$ cat src/rtl/elevator_pkg.sv
// Shared constants and per-button state encoding for the elevator passenger panel.
package elevator_pkg;

    localparam int NFLR_DEFAULT      = 4;
    localparam int FLR_W             = 2;
    localparam int DB_CYCLES_DEFAULT = 16;

    // PEND is the only state with the lamp lit; SVCD/HELD wait for a release.
    typedef enum logic [1:0] {
        IDLE = 2'd0,
        PEND = 2'd1,
        SVCD = 2'd2,
        HELD = 2'd3
    } btn_state_e;

endpackage

$ cat src/rtl/elevator_debounce.sv
// One-bit 2-FF synchronizer plus stability counter; rise pulses for one cycle when db goes high.
module elevator_debounce #(
    parameter int DB_CYCLES = 16
) (
    input  logic clk,
    input  logic rst_n,
    input  logic raw,
    output logic db,
    output logic rise
);

    localparam int CNT_W = (DB_CYCLES > 2) ? $clog2(DB_CYCLES) : 1;
    localparam logic [CNT_W-1:0] CNT_MAX = CNT_W'(DB_CYCLES - 1);

    logic             sync1_reg;
    logic             sync2_reg;
    logic [CNT_W-1:0] cnt_reg;
    logic             db_reg;
    logic             rise_reg;

    always_ff @(posedge clk or negedge rst_n) begin
        if (!rst_n) begin
            sync1_reg <= 1'b0;
            sync2_reg <= 1'b0;
            cnt_reg   <= '0;
            db_reg    <= 1'b0;
            rise_reg  <= 1'b0;
        end else begin
            sync1_reg <= raw;
            sync2_reg <= sync1_reg;
            rise_reg  <= 1'b0;
            if (sync2_reg == db_reg) begin
                cnt_reg <= '0;
            end else if (cnt_reg == CNT_MAX) begin
                // Stable long enough: commit the new level.
                db_reg   <= sync2_reg;
                rise_reg <= sync2_reg;
                cnt_reg  <= '0;
            end else begin
                cnt_reg <= cnt_reg + CNT_W'(1);
            end
        end
    end

    assign db   = db_reg;
    assign rise = rise_reg;

endmodule

$ cat src/rtl/elevator_call_panel.sv
// Passenger panel: debounces car/hall buttons, issues one-cycle requests and tracks lamps
// until the car is at the floor with the door open.
module elevator_call_panel
    import elevator_pkg::*;
#(
    parameter int NFLR      = NFLR_DEFAULT,
    parameter int DB_CYCLES = DB_CYCLES_DEFAULT
) (
    input  logic             clk,
    input  logic             rst_n,
    input  logic [NFLR-1:0]  raw_fb,
    input  logic [NFLR-1:0]  raw_call,
    input  logic [3:0]       Door,
    input  logic [FLR_W-1:0] curFlr,
    output logic [NFLR-1:0]  FB,
    output logic [NFLR-1:0]  Call,
    output logic [NFLR-1:0]  fb_lamp,
    output logic [NFLR-1:0]  call_lamp,
    output logic             busy
);

    // Bits [NFLR-1:0] are car buttons, [2*NFLR-1:NFLR] are hall buttons.
    logic [2*NFLR-1:0] raw_all;
    logic [2*NFLR-1:0] db_all;
    logic [2*NFLR-1:0] rise_all;
    logic [2*NFLR-1:0] lamp_all;
    logic [2*NFLR-1:0] pulse_all;
    logic [NFLR-1:0]   svc;

    assign raw_all = {raw_call, raw_fb};

    for (genvar gi = 0; gi < NFLR; gi++) begin : g_svc
        assign svc[gi] = (Door != 4'd0) && (int'(curFlr) == gi);
    end

    for (genvar gi = 0; gi < 2*NFLR; gi++) begin : g_btn
        localparam int FLR = gi % NFLR;

        btn_state_e state_reg;
        logic       lamp_reg;
        logic       pulse_reg;

        elevator_debounce #(
            .DB_CYCLES (DB_CYCLES)
        ) u_db (
            .clk   (clk),
            .rst_n (rst_n),
            .raw   (raw_all[gi]),
            .db    (db_all[gi]),
            .rise  (rise_all[gi])
        );

        always_ff @(posedge clk or negedge rst_n) begin
            if (!rst_n) begin
                state_reg <= IDLE;
                lamp_reg  <= 1'b0;
                pulse_reg <= 1'b0;
            end else begin
                pulse_reg <= 1'b0;
                unique case (state_reg)
                    IDLE: begin
                        if (rise_all[gi]) begin
                            if (svc[FLR]) begin
                                state_reg <= HELD;
                            end else begin
                                state_reg <= PEND;
                                lamp_reg  <= 1'b1;
                                pulse_reg <= 1'b1;
                            end
                        end
                    end
                    PEND: begin
                        // A fresh press while pending is a duplicate and is dropped.
                        if (svc[FLR]) begin
                            state_reg <= SVCD;
                            lamp_reg  <= 1'b0;
                        end
                    end
                    SVCD: begin
                        if (!db_all[gi]) state_reg <= IDLE;
                    end
                    HELD: begin
                        if (!db_all[gi]) state_reg <= IDLE;
                    end
                endcase
            end
        end

        assign lamp_all[gi]  = lamp_reg;
        assign pulse_all[gi] = pulse_reg;
    end

    assign FB        = pulse_all[NFLR-1:0];
    assign Call      = pulse_all[2*NFLR-1:NFLR];
    assign fb_lamp   = lamp_all[NFLR-1:0];
    assign call_lamp = lamp_all[2*NFLR-1:NFLR];
    assign busy      = |lamp_all;

endmodule

$ cat config.mk
export PLATFORM = sky130hd
export DESIGN_NAME = elevator_call_panel
export DESIGN_NICKNAME = d
export VERILOG_FILES = /design/src/rtl/elevator_pkg.sv /design/src/rtl/elevator_debounce.sv /design/src/rtl/elevator_call_panel.sv
export SDC_FILE = /design/constraint.sdc
export NUM_CORES = 1
export LEC_CHECK = 0
export ABC_AREA = 1
export BUFFER_PORTS_ARGS = -buffer_cell sky130_fd_sc_hd__buf_2
export CAP_MARGIN = 20
export CORE_MARGIN = 2
export CORE_UTILIZATION = 46
export DETAILED_ROUTE_END_ITERATION = 8
export PLACE_DENSITY_LB_ADDON = 0.1
export REMOVE_ABC_BUFFERS = 1
export SLEW_MARGIN = 20
export SYNTH_ARGS = -nofsm -noshare
export SYNTH_HDL_FRONTEND = slang
export SYNTH_SLANG_ARGS = --single-unit
$ cat constraint.sdc
create_clock -name clk -period 1.6 [get_ports clk]
set_input_delay 0.16 -clock clk [delete_from_list [all_inputs] [get_ports clk]]
set_output_delay 0.16 -clock clk [all_outputs]
set_load 0.01 [all_outputs]
==> impl_metrics.toml <==
[sta]
max_freq_ghz = 0.703
finalSetupViolCount = 0
post-route-period-util_pct = 88.9
tightest_slew_ps = 499
finalSetupTns_ps = 0
finalHoldViolCount = 0
max_slew_margin_pct = 66.7
clock_skew_ps = 8.68
rsz0062_at_grt = "false"
worst_slack_ps = 178
fin_crit_ps = 1420
drv_slew = 0
holdWs_ps = 260

[routing]
drt_iter0_markers = 92
routedWlPerCell_um = 10.4
postRouteAntennaNets = 0
viasPerCell = 4.64
dr.pass1.iters = 4
drcViolationCount = 0
wl_um = 6380
vias = 2840

[placed_design]
dp_slack_ps = 356
place_congestion = 0.770
hpwl_um = 4590
port_buffers = 32

[cells_and_area]
drive_gt1_share_pct = 12.5
diodes = 0
multiInputGateArea_mm2 = 0.00138
fin_util_pct = 52.9
seq_area_mm2 = 0.00240
fill_cells = 819
largest_register_ffs = 32
area_growth_pct = 11.1
nets = 523

[clocking]
root_buffer = "clkbuf_8"
htree_levels = 3
clock-sinks = 96
cts_resized = 0
clk_path_buf_depth = 2
insertion_delay_ps = 340
cts_made_buffers = 9
clk_pin_slew_ps = 90
cts_tree = "built"

[hold_path]
holdPathStages = 5
min_from = "curFlr[0]"
hold_path.class = "in -> reg"
hold_path_end = "g_btn[2].pulse_reg"

[global_routing]
grt_pass1_vias = 2791
grt_max_degree = 97
grt-ovfl-total = 0
antenna_found_initial = 0
grtUsageTotal_pct = 14.7
grt_pass1_wl_um = 11800

[logic_synthesis]
synthCells = 462
syn_area_mm2 = 0.00417
syn_avg_cell_area_um2 = 9.03
ys_ff_latch = 96
yosys_warnings = 0
seq_area_frac_synth_pct = 57.6
ys_types = 23

[die]
num_io_pins = 33
start_util_pct = 47.6
die_area_mm2 = 0.00985
dieHeight_um = 99.2
placementRows = 34
core_area_mm2 = 0.00876
die-width_um = 99.2

[power]
irDropWorstVdd_v = 0.000441
leakagePower_nw = 2.38
power_mw = 4.20
p_per_area_mw_per_mm2 = 907

[run]
maxCapViolations = 0

[worst_setup_path]
cp.arrival_ps = 1260
timing.rr.start = "g_btn[6].u_db.cnt_reg[0]"
regToRegEndpoint = "g_btn[6].u_db.cnt_reg[0]"
path_class = "reg -> out"
start_kind = "flip-flop"
reg2reg_slack_ps = 350
crit_path_max_fanout = 3
crit_path_end_kind = "output pin"
r2r_cells = 5
required_ps = 1440

[status]
status = "finished, final reports clean"
-- layout by cell type (no fill, tap or decap) --
cell,count
buf_2,31
dfrtp_1,96
a211oi_1,1
o21ai_0,15
xor2_1,7
inv_1,68
nand3_1,35
clkbuf_8,10
inv_2,3
nand2_4,2
clkinvlp_4,1
nor2_4,2
nor3b_1,2
nor3_1,4
a21oi_1,6
xnor2_1,9
clkinv_4,2
dlygate4sd3_1,9
nand4_1,1
buf_12,1
buf_4,2
nor4_1,1
o21bai_1,8
clkinv_2,1
clkbuf_1,2
nor2_1,56
ha_1,8
nand2_2,3
o21ai_1,8
or2_2,5
nand2_1,105
-- synthesized netlist by cell type --
master / number / area, um^2
nand2_1: 105 / 394
dfrtp_1: 96 / 2400
inv_1: 68 / 255
nor2_1: 56 / 210
nand3_1: 35 / 175
buf_4: 17 / 128
o21ai_0: 15 / 75.1
xnor2_1: 9 / 78.8
ha_1: 8 / 100
o21ai_1: 8 / 40.0
o21bai_1: 8 / 60.1
xor2_1: 7 / 61.3
a21oi_1: 6 / 30.0
or2_2: 5 / 31.3
nor3_1: 4 / 20.0
inv_2: 3 / 11.3
nand2_2: 3 / 18.8
nand2_4: 2 / 22.5
nor2_4: 2 / 22.5
nor3b_1: 2 / 15.0
a211oi_1: 1 / 7.51
nand4_1: 1 / 6.26
nor4_1: 1 / 6.26
-- power by group --
group	switching, mW	internal (mW)	leakage (nW)
Combinational	0.150	0.104	1.05
Clock	0.794	0.613	0.0866
Sequential	0.0458	2.50	1.24
Total	0.990	3.21	2.38
-- logic make-up (layout without fill, tap and decap cells) --
kind of cell	Yosys count	in the layout	share of synthesized area (%)
simple gates	216	216	22.1
flops	96	96	57.6
buf+inv	88	130	9.45
compound gates	38	38	5.10
xor+xnor	16	16	3.36
fa+ha+maj	8	8	2.40
-- worst max-delay path by stage --
stage / start / to / slack [ps] / depth (start not counted)
floorplan: g_btn[6].u_db.cnt_reg[0] / g_btn[6].u_db.cnt_reg[0] / 460 / 5
global placement: g_btn[2].u_db.cnt_reg[0] / g_btn[2].u_db.cnt_reg[0] / 410 / 5
detailed placement: g_btn[6].u_db.cnt_reg[0] / g_btn[6].u_db.cnt_reg[3] / 360 / 5
CTS: g_btn[7].lamp_reg / busy / 140 / 3
global route: g_btn[7].lamp_reg / busy / 50 / 3
finish: g_btn[7].lamp_reg / busy / 180 / 3
-- per-layer routing --
layer | track usage, % | vias up | share of wire (%)
met3 | 2.39 | 6 | 3.2
li1 | - | 1492 | -
met5 | 0 | - | 0
met4 | 6.01 | 0 | 1.1
met2 | 23.5 | 36 | 45
met1 | 20.2 | 1306 | 51
-- timing repair --
item	CTS	global route
buffers inserted	0	0
endpoints found under the hold margin	104	0
hold buffers	9	0
-- worst max-delay path, cell delays in order, from the launching register on --
cell     delay (ps)
dfrtp_1         440
nor4_1          240
nand3_1         100
buf_2           150
-- layout make-up --
class                      instances  share of cell area, %
clock buffer                      12                   3.13
clock inverter                     4                  0.648
inverter                          71                   5.75
multi-input combinational        278                   29.7
sequential                        96                   51.8
tap                              108                   2.92
timing repair buffer              43                   6.05
-- per-stage QoR --
stage,instances,cell area (um^2)
2_1_floorplan,445,4040
3_3_place_gp,587,4370
3_5_place_dp,587,4370
4_1_cts,612,4630
5_1_grt,612,4630
6_report,612,4630
No activity file was read; power rests on OpenSTA's default activity.
